[config.mk]
export PLATFORM = sky130hd
export DESIGN_NAME = uart_cmd_sequencer
export DESIGN_NICKNAME = d
export VERILOG_FILES = /design/src/rtl/uart_seq_pkg.sv /design/src/rtl/uart_cmd_sequencer_ram.sv /design/src/rtl/uart_cmd_sequencer.sv
export SDC_FILE = /design/constraint.sdc
export NUM_CORES = 1
export LEC_CHECK = 0
export ABC_AREA = 1
export BUFFER_PORTS_ARGS = -buffer_cell sky130_fd_sc_hd__buf_2
export CORE_UTILIZATION = 35
export CTS_CLUSTER_DIAMETER = 80
export DETAILED_ROUTE_END_ITERATION = 10
export GPL_ROUTABILITY_DRIVEN = 0
export MAX_ROUTING_LAYER = met4
export PLACE_DENSITY = 0.61
export SLEW_MARGIN = 10
export SYNTH_ARGS = -nofsm -noshare
export SYNTH_HDL_FRONTEND = slang
export SYNTH_SLANG_ARGS = --single-unit
[constraint.sdc]
create_clock -name clk_i -period 3.95 [get_ports clk_i]
set_clock_uncertainty 0.05 [all_clocks]
set_input_delay 0.1975 -clock clk_i [delete_from_list [all_inputs] [get_ports clk_i]]
set_output_delay 0.1975 -clock clk_i [all_outputs]
set_load 0.01 [all_outputs]
[src/rtl/uart_seq_pkg.sv]
// Shared types and constants for the UART command sequencer.
package uart_seq_pkg;

    // Playback FSM encoding.
    typedef logic [2:0] seq_state_t;
    localparam seq_state_t StIdle   = 3'd0;
    localparam seq_state_t StDelay  = 3'd1;
    localparam seq_state_t StSend   = 3'd2;
    localparam seq_state_t StWaitTx = 3'd3;
    localparam seq_state_t StFin    = 3'd4;

    // Default wait for tx_done before the current byte is abandoned.
    localparam int unsigned DEF_TO_CYC = 65536;

    // One script entry at the default widths (8-bit command, 24-bit delay).
    typedef struct packed {
        logic [7:0]  cmd;
        logic [23:0] dly;
    } script_entry_t;

endpackage

[src/rtl/uart_cmd_sequencer_ram.sv]
// Script table: one synchronous write port, one asynchronous read port. Contents are not reset.
module seq_script_ram #(
    parameter int unsigned DEPTH = 8,
    parameter int unsigned WIDTH = 32
) (
    input  logic                     clk_i,
    input  logic                     we_i,
    input  logic [$clog2(DEPTH)-1:0] waddr_i,
    input  logic [WIDTH-1:0]         wdata_i,
    input  logic [$clog2(DEPTH)-1:0] raddr_i,
    output logic [WIDTH-1:0]         rdata_o
);

    logic [WIDTH-1:0] mem_q [DEPTH];

    // Store a script entry.
    always_ff @(posedge clk_i) begin
        if (we_i) begin
            mem_q[waddr_i] <= wdata_i;
        end
    end

    assign rdata_o = mem_q[raddr_i];

endmodule

[src/rtl/uart_cmd_sequencer.sv]
// Replays a loadable table of command bytes into UART_tx, each after a programmable idle delay.
module uart_cmd_sequencer import uart_seq_pkg::*; #(
    parameter int unsigned DEPTH  = 8,
    parameter int unsigned CMD_W  = 8,
    parameter int unsigned DLY_W  = 24,
    parameter int unsigned TO_CYC = DEF_TO_CYC
) (
    input  logic                     clk_i,
    input  logic                     rst_i,
    input  logic                     wr_en_i,
    input  logic [$clog2(DEPTH)-1:0] wr_addr_i,
    input  logic [CMD_W-1:0]         wr_cmd_i,
    input  logic [DLY_W-1:0]         wr_dly_i,
    input  logic [$clog2(DEPTH):0]   len_i,
    input  logic                     loop_en_i,
    input  logic                     start_i,
    input  logic                     abort_i,
    input  logic                     tx_done_i,
    output logic                     trmt_o,
    output logic [CMD_W-1:0]         tx_data_o,
    output logic                     busy_o,
    output logic                     done_o,
    output logic                     timeout_o,
    output logic                     wr_err_o,
    output logic [$clog2(DEPTH)-1:0] cur_idx_o,
    output logic [15:0]              sent_cnt_o
);

    localparam int unsigned IdxW = $clog2(DEPTH);
    localparam int unsigned ToW  = (TO_CYC > 1) ? $clog2(TO_CYC) : 1;
    localparam logic [ToW-1:0]  ToLast = ToW'(TO_CYC - 1);
    localparam logic [IdxW:0]   LenOne = {{IdxW{1'b0}}, 1'b1};
    localparam logic [IdxW-1:0] IdxOne = {{(IdxW-1){1'b0}}, 1'b1};

    seq_state_t       state_q, state_d;
    logic [IdxW-1:0]  idx_q, idx_d;
    logic [DLY_W-1:0] dly_cnt_q, dly_cnt_d;
    logic [ToW-1:0]   to_cnt_q, to_cnt_d;
    logic             trmt_q, trmt_d;
    logic [CMD_W-1:0] tx_data_q, tx_data_d;
    logic             done_q, done_d;
    logic             timeout_q, timeout_d;
    logic             wr_err_q, wr_err_d;
    logic [15:0]      sent_cnt_q, sent_cnt_d;
    logic [IdxW:0]    len_q, len_d;
    logic             loop_q, loop_d;
    logic             tx_done_q;

    logic                   tx_rise;
    logic                   last_entry;
    logic                   ram_we;
    logic [IdxW-1:0]        rd_addr;
    logic [CMD_W+DLY_W-1:0] rd_data;
    logic [CMD_W-1:0]       rd_cmd;
    logic [DLY_W-1:0]       rd_dly;
    logic [DLY_W-1:0]       first_dly;

    assign tx_rise    = tx_done_i & ~tx_done_q;
    assign last_entry = ({1'b0, idx_q} == (len_q - LenOne));
    assign ram_we     = wr_en_i && (state_q == StIdle);
    assign rd_cmd     = rd_data[CMD_W+DLY_W-1 -: CMD_W];
    assign rd_dly     = rd_data[DLY_W-1:0];
    // A write to entry 0 in the start cycle lands at the same edge, so forward its delay.
    assign first_dly  = (wr_en_i && (wr_addr_i == '0)) ? wr_dly_i : rd_dly;

    seq_script_ram #(
        .DEPTH (DEPTH),
        .WIDTH (CMD_W + DLY_W)
    ) u_ram (
        .clk_i   (clk_i),
        .we_i    (ram_we),
        .waddr_i (wr_addr_i),
        .wdata_i ({wr_cmd_i, wr_dly_i}),
        .raddr_i (rd_addr),
        .rdata_o (rd_data)
    );

    // Read address points at the entry the FSM loads from next.
    always_comb begin
        rd_addr = idx_q;
        if (state_q == StIdle || (state_q == StWaitTx && last_entry)) begin
            rd_addr = '0;
        end else if (state_q == StWaitTx) begin
            rd_addr = idx_q + IdxOne;
        end
    end

    // Playback FSM and counter next-state.
    always_comb begin
        state_d    = state_q;
        idx_d      = idx_q;
        dly_cnt_d  = dly_cnt_q;
        to_cnt_d   = to_cnt_q;
        trmt_d     = 1'b0;
        tx_data_d  = tx_data_q;
        done_d     = 1'b0;
        timeout_d  = timeout_q;
        sent_cnt_d = sent_cnt_q;
        len_d      = len_q;
        loop_d     = loop_q;
        wr_err_d   = wr_en_i && (state_q != StIdle);
        if (abort_i) begin
            state_d = StIdle;
        end else begin
            case (state_q)
                StIdle: begin
                    if (start_i) begin
                        timeout_d  = 1'b0;
                        sent_cnt_d = '0;
                        if (len_i == '0) begin
                            done_d = 1'b1;
                        end else begin
                            state_d   = StDelay;
                            idx_d     = '0;
                            dly_cnt_d = first_dly;
                            len_d     = len_i;
                            loop_d    = loop_en_i;
                        end
                    end
                end
                StDelay: begin
                    if (dly_cnt_q == '0) begin
                        // trmt is registered so it is high for the whole SEND cycle.
                        state_d   = StSend;
                        trmt_d    = 1'b1;
                        tx_data_d = rd_cmd;
                    end else begin
                        dly_cnt_d = dly_cnt_q - 1'b1;
                    end
                end
                StSend: begin
                    state_d  = StWaitTx;
                    to_cnt_d = '0;
                end
                StWaitTx: begin
                    if (tx_rise) begin
                        if (sent_cnt_q != 16'hFFFF) begin
                            sent_cnt_d = sent_cnt_q + 16'd1;
                        end
                        if (last_entry && !loop_q) begin
                            state_d = StFin;
                            done_d  = 1'b1;
                        end else begin
                            state_d   = StDelay;
                            idx_d     = last_entry ? '0 : idx_q + IdxOne;
                            dly_cnt_d = rd_dly;
                        end
                    end else if (to_cnt_q == ToLast) begin
                        timeout_d = 1'b1;
                        state_d   = StIdle;
                    end else begin
                        to_cnt_d = to_cnt_q + 1'b1;
                    end
                end
                StFin: begin
                    state_d = StIdle;
                end
                default: begin
                    state_d = StIdle;
                end
            endcase
        end
    end

    // State registers with synchronous reset; the tx_done edge register samples every cycle.
    always_ff @(posedge clk_i) begin
        if (rst_i) begin
            state_q    <= StIdle;
            idx_q      <= '0;
            dly_cnt_q  <= '0;
            to_cnt_q   <= '0;
            trmt_q     <= 1'b0;
            tx_data_q  <= '0;
            done_q     <= 1'b0;
            timeout_q  <= 1'b0;
            wr_err_q   <= 1'b0;
            sent_cnt_q <= '0;
            len_q      <= '0;
            loop_q     <= 1'b0;
            tx_done_q  <= 1'b0;
        end else begin
            state_q    <= state_d;
            idx_q      <= idx_d;
            dly_cnt_q  <= dly_cnt_d;
            to_cnt_q   <= to_cnt_d;
            trmt_q     <= trmt_d;
            tx_data_q  <= tx_data_d;
            done_q     <= done_d;
            timeout_q  <= timeout_d;
            wr_err_q   <= wr_err_d;
            sent_cnt_q <= sent_cnt_d;
            len_q      <= len_d;
            loop_q     <= loop_d;
            tx_done_q  <= tx_done_i;
        end
    end

    assign trmt_o     = trmt_q;
    assign tx_data_o  = tx_data_q;
    assign busy_o     = (state_q != StIdle);
    assign done_o     = done_q;
    assign timeout_o  = timeout_q;
    assign wr_err_o   = wr_err_q;
    assign cur_idx_o  = idx_q;
    assign sent_cnt_o = sent_cnt_q;

endmodule

Word level (Yosys, flattened, before mapping). Memories as Yosys holds them, arrays and structs flattened. Index checks and enable logic that the tools add are counted.

Output and inout bits: 32. Bits in writable memories: 256. Input port bits: 46. Flip-flop bits (word level): 80. Memories: 1. Logic and storage cells: 107.

Memory list: u_ram.mem_q (words 8, bits a word 32, rd ports 1, clocked after memory_dff 0, write ports 1, line uart_cmd_sequencer_ram.sv:14) `logic [WIDTH-1:0] mem_q [DEPTH];`.

Muxes and demuxes: 41. Add/sub/neg operators: 5. Equal/unequal tests: 17. Bitwise operators: 5. Reductions and logical operators: 25.

Operator list (count): $mux 24 (6); $mux 16 (5); $pmux 24 s3 (1); $pmux 16 s2 (2); $mux 3 (13); $add 16x1->16 const B (2); $logic_not 24->1 (1); $sub 24x1->24 const B (1); $eq 16x16->1 const B (1); $ne 16x16->1 const B (1); $ne 2x2->1 const B (8); $pmux 3 s4 (1); $reduce_and 4->1 (3); $mux 1 (10); $reduce_and 5->1 (2); $reduce_and 7->1 (1); $eq 3x2->1 const B (2); $logic_not 3->1 (2); $pmux 3 s2 (1); $reduce_and 6->1 (1); $reduce_bool 3->1 (2); $logic_and 1x1->1 (5); $eq 3x4->1 (1); $logic_not 4->1 (1); 14 further kinds (20).

Depth between registers and ports, before layout. An unclocked memory read counts as a cell.

Depth after elaboration: 10. Mapped depth: 17. Mapped depth without buffers: 16.

Hierarchy. A second synthesis with hierarchy kept.

Cells, all modules: 2011. Area total of the unflattened synthesis: 16515.8 um^2.

Modules (own cells, without submodules): seq_script_ram (seq. area each 7687.4 um^2, instances 1, cells an instance 1124, area each 11232.0 um^2); uart_cmd_sequencer (seq. area each 1601.5 um^2, instances 1, cells an instance 887, area each 5283.8 um^2).

Worst setup path before layout. Ideal clock, no wire load.

Kind: register to register. Start point: register state_q[2]. End point: memory u_ram.mem_q[2][0], enable pin. Clock period less this slack: 3.948 ns. Path slack: 0.002 ns. Library setup time: 0.461 ns. Required time: 3.439 ns. Data arrival time: 3.437 ns. Stages on the path, launching flop included: 8. Path buffers: 2. Path through: dfxtp_1 > nor2_1 > nand2_1 > buf_2 > buf_1 > nor2_1 > inv_1 > nor3_1.

Longest elaborated chain between the ends: 4.

RTL lines: from (decl) (line uart_cmd_sequencer.sv:35) `seq_state_t state_q, state_d;`; from (signal assigned) (line uart_cmd_sequencer.sv:168) `state_q <= StIdle;`; from (signal assigned) (line uart_cmd_sequencer.sv:182) `state_q <= state_d;`; $logic_not 3->1 (line uart_cmd_sequencer.sv:60) `assign ram_we = wr_en_i && (state_q == StIdle);`; $logic_and 1x1->1 (line uart_cmd_sequencer.sv:60); $mux 1 (line uart_cmd_sequencer_ram.sv:18) `if (we_i) begin`; $mux 1 (implied by the code) (line uart_cmd_sequencer_ram.sv:19) `mem_q[waddr_i] <= wdata_i;`; to (decl) (line uart_cmd_sequencer_ram.sv:14).

No other way between the ends.

Final worst setup path.
Start point: register state_q[2]. End point: register dly_cnt_q[22].

Longest elaborated chain between the ends: 9. Elaborated cells on any way between the ends: 21. Classes of those cells: eq/ne: 7; mux: 8; reduce/logical: 5; memory: 1.

RTL lines: $eq 3x2->1 (line uart_cmd_sequencer.sv:81, uart_cmd_sequencer.sv:83, uart_cmd_sequencer.sv:105); $logic_and 1x1->1 (line uart_cmd_sequencer.sv:81) `if (state_q == StIdle || (state_q == StWaitTx && last_entry)) begin`; $logic_or 1x1->1 (line uart_cmd_sequencer.sv:81); $mux 3 (line uart_cmd_sequencer.sv:81); $mem_v2 8x32; $mux 24 (line uart_cmd_sequencer.sv:64) `assign first_dly = (wr_en_i && (wr_addr_i == '0)) ? wr_dly_i : rd_dly;`; $mux 24 (line uart_cmd_sequencer.sv:110) `if (len_i == '0) begin`; $mux 24 (line uart_cmd_sequencer.sv:107) `if (start_i) begin`; $pmux 24 s3 (line uart_cmd_sequencer.sv:105) `case (state_q)`; to (signal assigned) (line uart_cmd_sequencer.sv:184) `dly_cnt_q <= dly_cnt_d;`; to (decl) (line uart_cmd_sequencer.sv:37) `logic [DLY_W-1:0] dly_cnt_q, dly_cnt_d;`.

Several ways; a longest one is shown, not always the timed one. The select of a mux whose other input is x is not followed. A chain may end at the register's enable or synchronous reset.

==> flow_summary.ini <==
[status]
status = completed

[global_route]
grt_pass1_wl_um = 61300
antenna_found_initial = 2
grt_pass1_vias = 11100
grt_start_max_net_pins = 69
grt.total_usage = 0.182
gr-total-overflow = 0

[pwr]
power_frac_seq = 0.482
vdd_drop_max_mv = 0.306
switching_share = 0.232
p_sw_uw = 1890
total_power_uw = 8160
power_frac_comb = 0.071
power.density_nw_per_um2 = 459
p_clk_frac = 0.447
p_leak_uw = 0.00672
internal-power_uw = 6270

[cts]
cts.sinks = 336
cts-buffers-inserted = 38
h-tree-depth = 2
insertion_delay_ns = 0.54
clk_root_buffer_cell = clkbuf_16
cts_tree = built
clockBufferDepth = 3
path_clk_slew_ns = 0.06
cts_resized = 0

[detailed_routing]
met1_length_um = 17000
drc = 0
wl_per_cell_um = 17.3
vias = 11600
wl_met3_um = 2130
drtIter0Drc = 859
route.met2.wl_um = 18300
drt_first_pass_iters = 6
topRoutingLayerUsed = met4
vias_per_cell = 5.22
ant_nets = 0
wl_um = 38500

[sta]
finalMaxSlewViolations = 0
finalHoldViolations = 0
post-route-period-util = 0.755
fmax_ghz = 0.335
worst_slack_ns = 0.967
setup_tns_ns = 0
rsz0062_at_grt = no
setup_viol = 0
period_needed_ns = 2.98
tightest_slew_ns = 0.878
relSlewSlack = 0.414

[worst_hold_path]
worstHoldPathType = in2reg
min_from = wr_addr_i[0]
min_path_cells = 4

[finish]
final_common_cell = nand2_1
area_delta_synth_final_pct = 18.4
final_net_count = 1702
final_cell_count_no_fill = 2221
final_cell_mix = nand2_1, edfxtp_1, nand3_1
drive_gt1_frac = 0.127

[floorplan]
io_pins = 78
rows = 75
start_util = 0.356
core_um2 = 42100
die_h_um = 209
die_w_um = 209
die_area_um2 = 43700

[synthesis]
ys_types = 47
yosys.area.top_type_share = 0.513
synth-seq-cells = 336
syn_area_um2 = 15000
ys_seq_area_frac = 0.619
synth_fp_nets = 1598
synthArstFlopShare = 0
synth_area_leaders = edfxtp_1, dfxtp_1, nand2_1
synth.largest_area_cell = edfxtp_1
syn_area_per_cell_um2 = 9.69
syn_inst = 1547
synth-main-ff-cell = edfxtp_1
yosys_warnings = 0
synth_edf_count = 256

[critical_path]
worstSetupStartpointType = flop
cp_slowest_stage_delay_ns = 0.64
worstPathArrival_ns = 3.35
path_delay_family = buffers and inverters
crit_buf_inv = 4
endpoint_kind = flop
crit_chain = nor2_4 -> inv_1 -> nor2_1 -> buf_4 -> inv_1 -> nor2_2 -> nor2_2 -> buf_4 -> nand2_1 -> a21oi_1 -> a21oi_1
r2r_start = state_q[2]
reg2regPathDepth = 11
crit_path_top_delay_cell = inv_1
path_max_fanout = 40
rrSetupSlack_ns = 0.97
path_class = reg2reg
cp.depth = 11
required_ns = 4.32
cp-startpoint = state_q[2]

[place]
post-place-cells = 2106
hpwlAfterDp_um = 22400
dp_slack_ns = 0.994
portBuffers = 77

[flow_run]
cap_violations = 0
[metal layers]
| metal | up-vias | track usage |
|---|---|---|
| met2 | 334 | 0.297 |
| met3 | 72 | 0.0269 |
| met5 | - | - |
| met1 | 5541 | 0.230 |
| li1 | 5638 | - |
| met4 | 0 | 0.0619 |
[power groups by stage]
stage | clock network [uW] | registers [uW] | logic, uW
2_1_floorplan | 0 | 4000 | 356
5_1_grt | 3840 | 3940 | 653
6_report | 3650 | 3930 | 581
4_1_cts | 3710 | 3930 | 584
3_5_place_dp | 0 | 4000 | 545
3_3_place_gp | 0 | 4000 | 538
[area by class of cell]
cell class / count / area (um2)
clock buffer: 46 / 1020
timing repair buffer: 145 / 1070
inverter: 109 / 423
multi-input combinational: 1021 / 4980
antenna: 2 / 5.00
sequential: 336 / 9290
clock inverter: 23 / 293
tap: 539 / 674
fill: 4037 / 24400
[logic make-up (layout without fill, tap and decap cells)]
logic type	after synthesis	count (layout)	share of synthesized area
buffers and inverters	190	323	0.0536
AO/OA/AOI/OAI	185	185	0.0668
adder cells (fa/ha/maj)	5	5	0.00417
XOR/XNOR	8	8	0.00467
AND/OR/NAND/NOR	823	823	0.251
other	0	2	0
flip-flops	336	336	0.619
[worst register-to-register path, stage by stage (launching register included)]
cell,delay [ns]
dfxtp_1,0.43
nor2_4,0.08
inv_1,0.64
nor2_1,0.09
buf_4,0.23
inv_1,0.42
nor2_2,0.09
nor2_2,0.09
buf_4,0.37
nand2_1,0.16
a21oi_1,0.14
a21oi_1,0.08
[per-stage QoR]
step           hold slack (ns)  utilization  cell area (um2)
6_report                 0.208        0.421            17800
5_1_grt                  0.232        0.421            17800
4_1_cts                  0.200        0.421            17800
3_5_place_dp             0.380        0.380            16000
3_3_place_gp             0.367        0.380            16000
2_1_floorplan            0.227            -            15000
[sequential cells by signal (all words and copies together) (netlist names)]
signal,count
cur_idx_o,3
dly_cnt_q,24
done_o,1
len_q,4
loop_q,1
sent_cnt_o,16
state_q,3
timeout_o,1
to_cnt_q,16
trmt_o,1
tx_data_o,8
tx_done_q,1
u_ram.mem_q,256
wr_err_o,1
[path summary, 6_finish.rpt]
kind              endpoint
max          dly_cnt_q[22]
min          dly_cnt_q[20]
max reg2reg  dly_cnt_q[22]
min reg2reg   to_cnt_q[14]
[cell usage after synthesis, types with 2 or more instances]
cell and n:
o21ai_0 75, nor3_1 30, inv_2 10, ha_1 5, buf_4 7, nand3_2 2
buf_6 2, a21oi_1 76, clkbuf_1 39, nand3b_1 2, a31oi_1 2, buf_1 5
nor2_4 5, o22ai_1 4, o211ai_1 8, nor2_1 78, nor4_1 3, dfxtp_1 80
nand3_1 252, o32ai_1 2, xnor2_1 3, nand2_2 6, or2_2 8, edfxtp_1 256
a211oi_1 7, nand2_1 360, xor2_1 5, o21ai_1 4, buf_2 28, inv_1 97
nor2_2 6, nand4_1 65
[timing repair]
action,CTS,global route
endpoints found under the hold margin,270,0
endpoints found under the setup margin,0,0
setup buffers,0,0
hold buffers,44,0
Note: power is estimated with default switching activity, not from simulation.
